`config.mk`:
```
export PLATFORM = sky130hd
export DESIGN_NAME = cdb_broadcaster
export DESIGN_NICKNAME = d
export VERILOG_FILES = /design/src/rtl/cdb_broadcaster.sv
export SDC_FILE = /design/constraint.sdc
export NUM_CORES = 1
export LEC_CHECK = 0
export BUFFER_PORTS_ARGS = -buffer_cell sky130_fd_sc_hd__buf_2
export CAP_MARGIN = 0
export CORE_MARGIN = 8
export CORE_UTILIZATION = 40
export DETAILED_ROUTE_END_ITERATION = 12
export PLACE_DENSITY_LB_ADDON = 0.12
export SETUP_SLACK_MARGIN = 0.5
export SLEW_MARGIN = 20
export SYNTH_ARGS = -nofsm -noshare
export SYNTH_HDL_FRONTEND = slang
export SYNTH_SLANG_ARGS = --single-unit
```
`constraint.sdc`:
```
create_clock -name clock -period 12.8 [get_ports clock]
set_clock_uncertainty 0.2 [all_clocks]
set_input_delay 3.84 -clock clock [delete_from_list [all_inputs] [get_ports clock]]
set_output_delay 3.84 -clock clock [all_outputs]
set_load 0.1 [all_outputs]
```
`src/rtl/cdb_broadcaster.sv`:
```
// Common data bus broadcaster: queues functional-unit results and broadcasts up to WAYS per cycle, oldest first.
// Optional same-cycle bypass when the queue is empty is enabled by defining CDB_BYPASS_EN.
`ifndef WAYS
`define WAYS 2
`endif
`ifndef XLEN
`define XLEN 32
`endif
`ifndef PRF
`define PRF 64
`endif

module cdb_broadcaster #(
  parameter int unsigned WAYS      = `WAYS,
  parameter int unsigned NUM_FU    = `WAYS,
  parameter int unsigned XLEN      = `XLEN,
  parameter int unsigned PRF       = `PRF,
  parameter int unsigned BUF_DEPTH = 8
) (
  input  logic                            clock,
  input  logic                            reset,
  input  logic [NUM_FU-1:0]               fu_done,
  input  logic [NUM_FU*$clog2(PRF)-1:0]   fu_prf_idx,
  input  logic [NUM_FU*XLEN-1:0]          fu_data,
  output logic [NUM_FU-1:0]               ALU_occupied,
  output logic [WAYS-1:0]                 CDB_valid,
  output logic [WAYS*$clog2(PRF)-1:0]     CDB_PRF_idx,
  output logic [WAYS*XLEN-1:0]            CDB_Data,
  output logic [$clog2(BUF_DEPTH):0]      buf_count
);

  localparam int unsigned TAGW = $clog2(PRF);
  localparam int unsigned PTRW = $clog2(BUF_DEPTH);
  localparam int unsigned CNTW = PTRW + 1;

  logic [TAGW-1:0] r_tag  [BUF_DEPTH];
  logic [XLEN-1:0] r_data [BUF_DEPTH];
  logic [PTRW-1:0] r_head;
  logic [PTRW-1:0] r_tail;
  logic [CNTW-1:0] r_count;

  logic [NUM_FU-1:0] w_done;
  logic [NUM_FU-1:0] w_acc;
  logic [NUM_FU-1:0] w_wr_en;
  logic [PTRW-1:0]   w_wr_ptr [NUM_FU];
  logic [CNTW-1:0]   w_n_out;
  logic [CNTW-1:0]   w_free;
  logic [CNTW-1:0]   w_n_acc;
  logic [CNTW-1:0]   w_n_enq;
`ifdef CDB_BYPASS_EN
  logic [NUM_FU-1:0] w_byp;
  logic [CNTW-1:0]   w_byp_slot [NUM_FU];
`endif

  // Requests are ignored while in reset so nothing leaks onto the bus or back-pressure.
  assign w_done  = fu_done & {NUM_FU{reset}};
  assign w_n_out = (r_count < CNTW'(WAYS)) ? r_count : CNTW'(WAYS);
  assign w_free  = CNTW'(BUF_DEPTH) - r_count + w_n_out;

  // Accept scan: lowest unit index first until free entries run out.
  always_comb begin
    w_acc   = '0;
    w_wr_en = '0;
    w_n_acc = '0;
    w_n_enq = '0;
`ifdef CDB_BYPASS_EN
    w_byp   = '0;
`endif
    for (int i = 0; i < int'(NUM_FU); i++) begin
      w_wr_ptr[i] = '0;
`ifdef CDB_BYPASS_EN
      w_byp_slot[i] = '0;
`endif
      if (w_done[i] && (w_n_acc < w_free)) begin
        w_acc[i] = 1'b1;
`ifdef CDB_BYPASS_EN
        if ((r_count == '0) && (w_n_acc < CNTW'(WAYS))) begin
          w_byp[i]      = 1'b1;
          w_byp_slot[i] = w_n_acc;
        end else begin
          w_wr_en[i]  = 1'b1;
          w_wr_ptr[i] = r_tail + PTRW'(w_n_enq);
          w_n_enq     = w_n_enq + CNTW'(1);
        end
`else
        w_wr_en[i]  = 1'b1;
        w_wr_ptr[i] = r_tail + PTRW'(w_n_enq);
        w_n_enq     = w_n_enq + CNTW'(1);
`endif
        w_n_acc = w_n_acc + CNTW'(1);
      end
    end
  end

  assign ALU_occupied = w_done & ~w_acc;
  assign buf_count    = r_count;

  // CDB slots are LSB-packed reads of the queue head (or bypassed results when empty).
  always_comb begin
    logic [PTRW-1:0] v_idx;
    CDB_valid   = '0;
    CDB_PRF_idx = '0;
    CDB_Data    = '0;
    v_idx       = '0;
    for (int k = 0; k < int'(WAYS); k++) begin
      v_idx = r_head + PTRW'(k);
      if (CNTW'(k) < w_n_out) begin
        CDB_valid[k]                  = 1'b1;
        CDB_PRF_idx[k*TAGW +: TAGW]   = r_tag[v_idx];
        CDB_Data[k*XLEN +: XLEN]      = r_data[v_idx];
      end
`ifdef CDB_BYPASS_EN
      for (int i = 0; i < int'(NUM_FU); i++) begin
        if (w_byp[i] && (w_byp_slot[i] == CNTW'(k))) begin
          CDB_valid[k]                = 1'b1;
          CDB_PRF_idx[k*TAGW +: TAGW] = fu_prf_idx[i*TAGW +: TAGW];
          CDB_Data[k*XLEN +: XLEN]    = fu_data[i*XLEN +: XLEN];
        end
      end
`endif
    end
  end

  // Queue pointers; power-of-two depth makes the pointer wrap implicit.
  always_ff @(posedge clock or negedge reset) begin
    if (!reset) begin
      r_head  <= '0;
      r_tail  <= '0;
      r_count <= '0;
    end else begin
      r_head  <= r_head + PTRW'(w_n_out);
      r_tail  <= r_tail + PTRW'(w_n_enq);
      r_count <= r_count + w_n_enq - w_n_out;
    end
  end

  always_ff @(posedge clock) begin
    for (int i = 0; i < int'(NUM_FU); i++) begin
      if (w_wr_en[i]) begin
        r_tag[w_wr_ptr[i]]  <= fu_prf_idx[i*TAGW +: TAGW];
        r_data[w_wr_ptr[i]] <= fu_data[i*XLEN +: XLEN];
      end
    end
  end

endmodule

```
## After elaboration in Yosys (flattened, before gate mapping)

Memory sizes are Yosys's and may differ from the RTL's.
Index checks and enable logic that the tools add are counted.

- Add/sub/neg operators: 9
- Magnitude comparators: 5
- Multiplexer cells: 17
- Bitwise gates (word level): 3
- Reduce and logical (&&, ||, !) cells: 2

Operator list:

| operator | count |
|---|---|
| two-way mux 32 bit | 2 |
| < comparator 1 x 4 -> 1 bit, first input constant | 3 |
| two-way mux 6 bit | 2 |
| adder 3 bit | 3 |
| two-way mux 1 bit | 9 |
| adder 4 bit | 2 |
| two-way mux 4 bit | 2 |
| two-way mux 3 bit | 2 |
| adder 4 x 1 -> 4 bit, second input constant | 1 |
| bitwise AND 2 bit | 2 |
| < comparator 4 x 2 -> 1 bit, second input constant | 1 |
| < comparator 4 bit | 1 |
| subtractor 4 bit | 1 |
| subtractor 4 bit, first input constant | 1 |
| adder 3 x 1 -> 3 bit, second input constant | 1 |
| logical AND 1 bit | 2 |
| NOT 2 bit | 1 |

- Flip-flop bits (word level): 10
- RAM bits: 304
- Input bits: 80
- Output and inout bits: 84
- Word-level logic and storage cells: 41
- Memories kept: 2

Memories:

| memory | depth | bits a word | read ports | clocked after memory_dff | write ports | RTL line | source |
|---|---|---|---|---|---|---|---|
| r_data | 8 | 32 | 2 | 0 | 2 | 37 | `logic [XLEN-1:0] r_data [BUF_DEPTH];` |
| r_tag | 8 | 6 | 2 | 0 | 2 | 36 | `logic [TAGW-1:0] r_tag [BUF_DEPTH];` |

## Logic depth before layout (Yosys ltp)

Gate-level depths: netlist of run 1.

- Depth in word-level cells: 11
- Depth in mapped cells: 19

## Worst setup path after synthesis of run 1

No wires, ideal clock.

- Kind: input-to-output
- Start: in fu_done[0]
- End: out ALU_occupied[1]
- Arrival: 5.558 ns
- Required time: 8.760 ns
- Setup slack: 3.202 ns
- Stages on the path: 4
- Path buffers: 0
- Cell sequence: nand2_1 -> o211ai_2 -> nand4_2 -> nor2_1

- Word-level cells in the longest chain between the ends: 8

RTL lines:

| item | RTL line | source |
|---|---|---|
| from (decl) | 22 | `input logic [NUM_FU-1:0] fu_done,` |
| bitwise AND 2 bit | 56 | `assign w_done = fu_done & {NUM_FU{reset}};` |
| logical AND 1 bit | 74 | `if (w_done[i] && (w_n_acc < w_free)) begin` |
| two-way mux 1 bit | 74 |  |
| < comparator 4 bit | 74 |  |
| logical AND 1 bit | 74 |  |
| two-way mux 1 bit | 74 |  |
| NOT 2 bit | 95 | `assign ALU_occupied = w_done & ~w_acc;` |
| bitwise AND 2 bit | 95 |  |
| to (decl) | 25 | `output logic [NUM_FU-1:0] ALU_occupied,` |

Every way passes these cells.

## Worst setup path in the final report of run 1

- Start: in reset
- End: out ALU_occupied[1]

- Word-level cells in the longest chain between the ends: 8

RTL lines:

| item | RTL line | source |
|---|---|---|
| from (decl) | 21 | `input logic reset,` |
| bitwise AND 2 bit (*) | 56 |  |
| logical AND 1 bit | 74 |  |
| two-way mux 1 bit | 74 |  |
| < comparator 4 bit | 74 |  |
| logical AND 1 bit | 74 |  |
| two-way mux 1 bit | 74 |  |
| NOT 2 bit | 95 |  |
| bitwise AND 2 bit (*) | 95 |  |

Every way passes the cells marked *; elsewhere a longest branch is shown, timed or not.

==> results.md, run 1 <==
- Drt drc: 0
- DR pass1 iterations: 5
- Max-Cap Viols: 0
- First-pass GRT wire length: 77.69 mm
- Site Rows: 79
- H-tree levels: 2
- R2R cell count: 17
- Synth Register Bits: 314
- Hold Crit Start: r_tail[0]$_DFF_PN0_
- Post-synth EDFFs: 304
- Detail Route Antenna Nets: 0
- Skew-Pair Late Insertion Delay: 0.54 ns
- Largest net degree at the start of global routing: 65
- Max Clock Freq: 104.0 MHz
- Final setup vio count: 0
- Initial Utilization: 0.4023
- Setup crit end kind: output pin
- RR Endpoint: r_data[0][25]$_DFFE_PP_
- Post-CTS setup buffer count: 0
- Fin. max-slew vios: 0
- Vias in the first global route: 11550
- Die area: 53570 sq um
- Final-stage net count: 1378
- Tmin final: 9.619 ns
- Highest net fanout along the worst path: 13
- R2r startpoint: buf_count[3]$_DFF_PN0_
- CTS Buf Count: 38
- Remaining global-route overflow: 0
- Worst Tran Pin Value: 1.079 ns
- Area delta synth->final: 14.18%
- # fillers: 4134
- Mapped Cells: 1140
- Final std cells w/o fill: 1919
- Seq/Total Area, Yosys: 0.5051
- YS warnings: 0
- Clock root cell: clkbuf_16
- GPL Wtd Cong: 0.7669
- Worst setup path start: reset
- Main synth FF type: edfxtp_1
- Core area: 46160 sq um
- Final Util: 0.4593
- Starting DRT DRC Count: 823
- Status: finished clean
- PostCTS Resize Cnt: 0
- Antenna violations before repair: 9
- Async SR Flop Fraction: 0.03185
- CTS Hold Buffers Added: 0
- Crit path arrival time: 5.58 ns
- RSZ-0062 raised after global routing: false
- I/O Pins: 164
- Critical Path RT: 8.76 ns
- Crit Path Category: in -> out
- IO Port Bufs: 163
- Synth Net Count: 1238
- Share of cells above drive strength 1: 0.5539
- Die X: 231.5 um
- Final wirelength: 53.42 mm
- Pre-CTS WS: 3.179 ns
- Setup TNS: 0 ns
- Startpoint types: primary input
- Placed cell count: 1847
- Worst min path class: reg -> reg
- Critical path endpoint: ALU_occupied[1]
- Final hold vios: 0
- Relative slew slack: 0.2808
- Total GRT Usage: 0.1977
- Syn Area/Cell: 16.29 sq um
- Bufs on Longest Clock Path: 3
- Vias: 11000
- Post-DP HPWL: 29.84 mm
- Clock-pin slew on the worst setup and hold paths: 0.06 ns
- Chip height: 231.5 um
- DR WL/cell: 27.84 um
- Clock Sinks: 314
- Final Cycle Share: 0.7515
- R2R setup slack: 7.08 ns
- Synth Cell Area: 18570 sq um
- Vias per inst: 5.733
- CTS tree: done
- Synth unique cells: 43
- Slack of the critical path: 3.181 ns
## state kept, by name (all words and copies together) (netlist names)
signal     cells
r_tag         48
r_tail         3
r_data       256
buf_count      4
r_head         3
## cell type report
type / instances / area, sq um / share of cell area
flip-flops and latches: 314 / 9390 / 0.4429
inverters: 14 / 55.05 / 0.002596
diodes: 5 / 12.51 / 0.0005901
clock inverters: 17 / 130.1 / 0.006137
multi-input cells: 722 / 8777 / 0.4140
clock buffers: 50 / 1060 / 0.04998
well taps: 607 / 759.5 / 0.03582
repair buffers: 190 / 1018 / 0.04804
## Yosys cell counts, types with 13 or more instances
cell type,number,area share
a21oi_1,39,0.011
buf_2,43,0.012
clkbuf_1,22,0.0044
edfxtp_1,304,0.49
ha_1,14,0.0094
inv_1,13,0.0026
mux2_2,274,0.17
mux2_4,27,0.022
mux2i_1,38,0.020
mux4_2,152,0.18
nand2_1,82,0.017
nor2_1,46,0.0093
## per-layer routing
metal | GRT usage | wire length (um) | vias up
met1 | 0.2728 | 24160 | 5772
met4 | 0.05029 | 1029 | 8
met3 | 0.03729 | 2846 | 70
li1 | - | - | 4869
met2 | 0.3193 | 25330 | 282
met5 | 0 | 46 | -
## placed cells by master, fill, tap and decap left out, drive strengths merged, types with 6 or more instances in the layout
cell / instances
edfxtp: 304
mux2: 304
buf: 190
mux4: 152
nand2: 82
clkbuf: 50
nor2: 46
a21oi: 39
mux2i: 38
clkinv: 15
inv: 14
ha: 14
dfrtp: 10
nand3: 6
## critical path: stages
cell and delay [ns]:
buf_2 0.28, nand2_1 0.16, o211ai_2 0.20, nand4_2 0.24, nor2_1 0.34, buf_2 0.50
## worst min-delay path by stage
| stage | to | cells after the start |
|---|---|---|
| floorplan | r_tail[0]$_DFF_PN0_ | 1 |
| finish | r_tail[0]$_DFF_PN0_ | 1 |
| detailed placement | r_tail[0]$_DFF_PN0_ | 1 |
| global placement | r_tail[0]$_DFF_PN0_ | 1 |
| global route | r_tail[0]$_DFF_PN0_ | 1 |
| CTS | r_tail[0]$_DFF_PN0_ | 1 |
## kinds of logic after synthesis
logic type	synth area share
AO/OA/AOI/OAI	0.01610
XOR/XNOR	0.004245
adder cells (fa/ha/maj)	0.01375
buffers and inverters	0.03079
flip-flops	0.5051
multiplexers	0.3946
AND/OR/NAND/NOR	0.03538
## stage by stage
| step | hold slack [ns] | area, sq um |
|---|---|---|
| final | 0.3281 | 21200 |
| after global routing | 0.3624 | 21190 |
| after CTS | 0.3360 | 21190 |
| after detailed placement | 0.3198 | 20000 |
| after global placement | 0.3095 | 20000 |
| after floorplan | 0.2850 | 18570 |
Power of run 1 is not shown: default switching activity piles up to over one toggle a cycle in this logic, so the estimate is an artifact.
==> run 2: changes to the inputs <==
clock period = 10 ns   (was 12.8 ns; I/O delays follow)
==> results.md, run 2 (synthesis gave the netlist of run 1 again) <==
- Status: finished clean
- GPL Wtd Cong: 0.7462
- Startpoint types: primary input
- Hold path endpoint: r_tail[0]$_DFF_PN0_
- CP top delay family: buffers and inverters
- Largest register FFs: 256
- Area delta synth->final: 13.89%
- DR pass1 iterations: 5
- CP most frequent cell: buf_2
- Worst min path class: reg -> reg
- CTS tree: done
- Buffers and inverters on the worst path: 2
- Worst Tran Pin Value: 1.075 ns
- Initial Utilization: 0.4023
- Clock Sinks: 314
- Remaining global-route overflow: 0
- Skew-Pair Late Insertion Delay: 0.54 ns
- CTS Buf Count: 37
- Placed cell count: 1847
- CP Cell Sequence: buf_2 -> nand2_1 -> o211ai_2 -> nand4_2 -> nor2_1 -> buf_2
- Setup crit end kind: output pin
- Die area: 53570 sq um
- Chip height: 231.5 um
- Fin. max-slew vios: 0
- Critical Path RT: 6.80 ns
- Final std cells w/o fill: 1914
- Tmin final: 7.945 ns
- Bufs on Longest Clock Path: 3
- Relative slew slack: 0.2835
- DR WL/cell: 28.20 um
- Final wirelength: 53.98 mm
- Crit path arrival time: 4.75 ns
- CP max-delay cell: buf_2
- Antenna violations before repair: 6
- Starting DRT DRC Count: 736
- Hold Path Cell Cnt: 1
- Site Rows: 79
- Max stage delay on crit path: 0.50 ns
- Vias: 11150
- Total GRT Usage: 0.1994
- R2R cell count: 18
- Clock root cell: clkbuf_16
- RSZ-0062 raised after global routing: false
- Hold Crit Start: r_tail[0]$_DFF_PN0_
- H-tree levels: 2
- RR Endpoint: r_data[0][13]$_DFFE_PP_
- PostCTS Resize Cnt: 0
- Detail Route Antenna Nets: 0
- Crit Path Category: in -> out
- R2r startpoint: buf_count[3]$_DFF_PN0_
- Vias per inst: 5.826
- Final Cycle Share: 0.7945
- Highest net fanout along the worst path: 13
- Share of cells above drive strength 1: 0.5521
- Die X: 231.5 um
- IO Port Bufs: 163
- Setup TNS: 0 ns
- Commonest non-fill, non-tap cell in the layout: edfxtp_1
- Post-DP HPWL: 29.97 mm
- Final setup vio count: 0
- Core area: 46160 sq um
- Largest net degree at the start of global routing: 61
- Max-Cap Viols: 0
- Most frequent cells in the layout: edfxtp_1, mux2_2, buf_2
- Clock-pin slew on the worst setup and hold paths: 0.06 ns
- First-pass GRT wire length: 78.69 mm
- CTS Hold Buffers Added: 0
- R2R setup slack: 4.24 ns
- Final-stage net count: 1377
- Drt drc: 0
- Vias in the first global route: 11610
- I/O Pins: 164
- Post-CTS setup buffer count: 0
- Final hold vios: 0
- Max Clock Freq: 125.9 MHz
[run 2: cell count changes in the layout (fill, tap and decap cells not counted), sizes merged]
cell    before  now
bufinv       2    3
clkbuf      50   48
clkinv      15   13
diode        5    3
[run 2: routing by layer]
metal	part of all wire	vias to the layer above	GRT usage
li1	-	4865	-
met3	0.056	58	0.03864
met2	0.48	308	0.3198
met5	0.0011	-	0
met1	0.45	5912	0.2810
met4	0.014	8	0.03880
[run 2: per-stage QoR]
step           utilization  hold slack, ns  setup slack [ns]  instance area, sq um
2_1_floorplan            -          0.2850             2.082                 18570
3_3_place_gp        0.4333          0.3072             2.101                 20000
3_5_place_dp        0.4333          0.3481             2.071                 20000
4_1_cts             0.4580          0.3642             2.060                 21140
5_1_grt             0.4580          0.3807             1.973                 21140
6_report            0.4582          0.3630             2.055                 21150
[run 2: worst max-delay path by stage]
stage,end,slack (ns),startpoint,cells past startpoint
3_5_place_dp,ALU_occupied[1],2.07,reset,6
2_1_floorplan,ALU_occupied[1],2.08,fu_done[0],4
6_report,ALU_occupied[1],2.05,reset,6
5_1_grt,ALU_occupied[1],1.97,reset,6
4_1_cts,ALU_occupied[1],2.06,reset,6
3_3_place_gp,ALU_occupied[1],2.10,reset,6
[run 2: cell type report]
class / instances / area [sq um]
clock inverters: 16 / 143.9
flip-flops and latches: 314 / 9390
diodes: 3 / 7.507
well taps: 607 / 759.5
multi-input cells: 722 / 8777
fillers: 4139 / 25010
inverters: 14 / 55.05
repair buffers: 190 / 1018
clock buffers: 48 / 997.2
Power of run 2 is left out for the same reason.
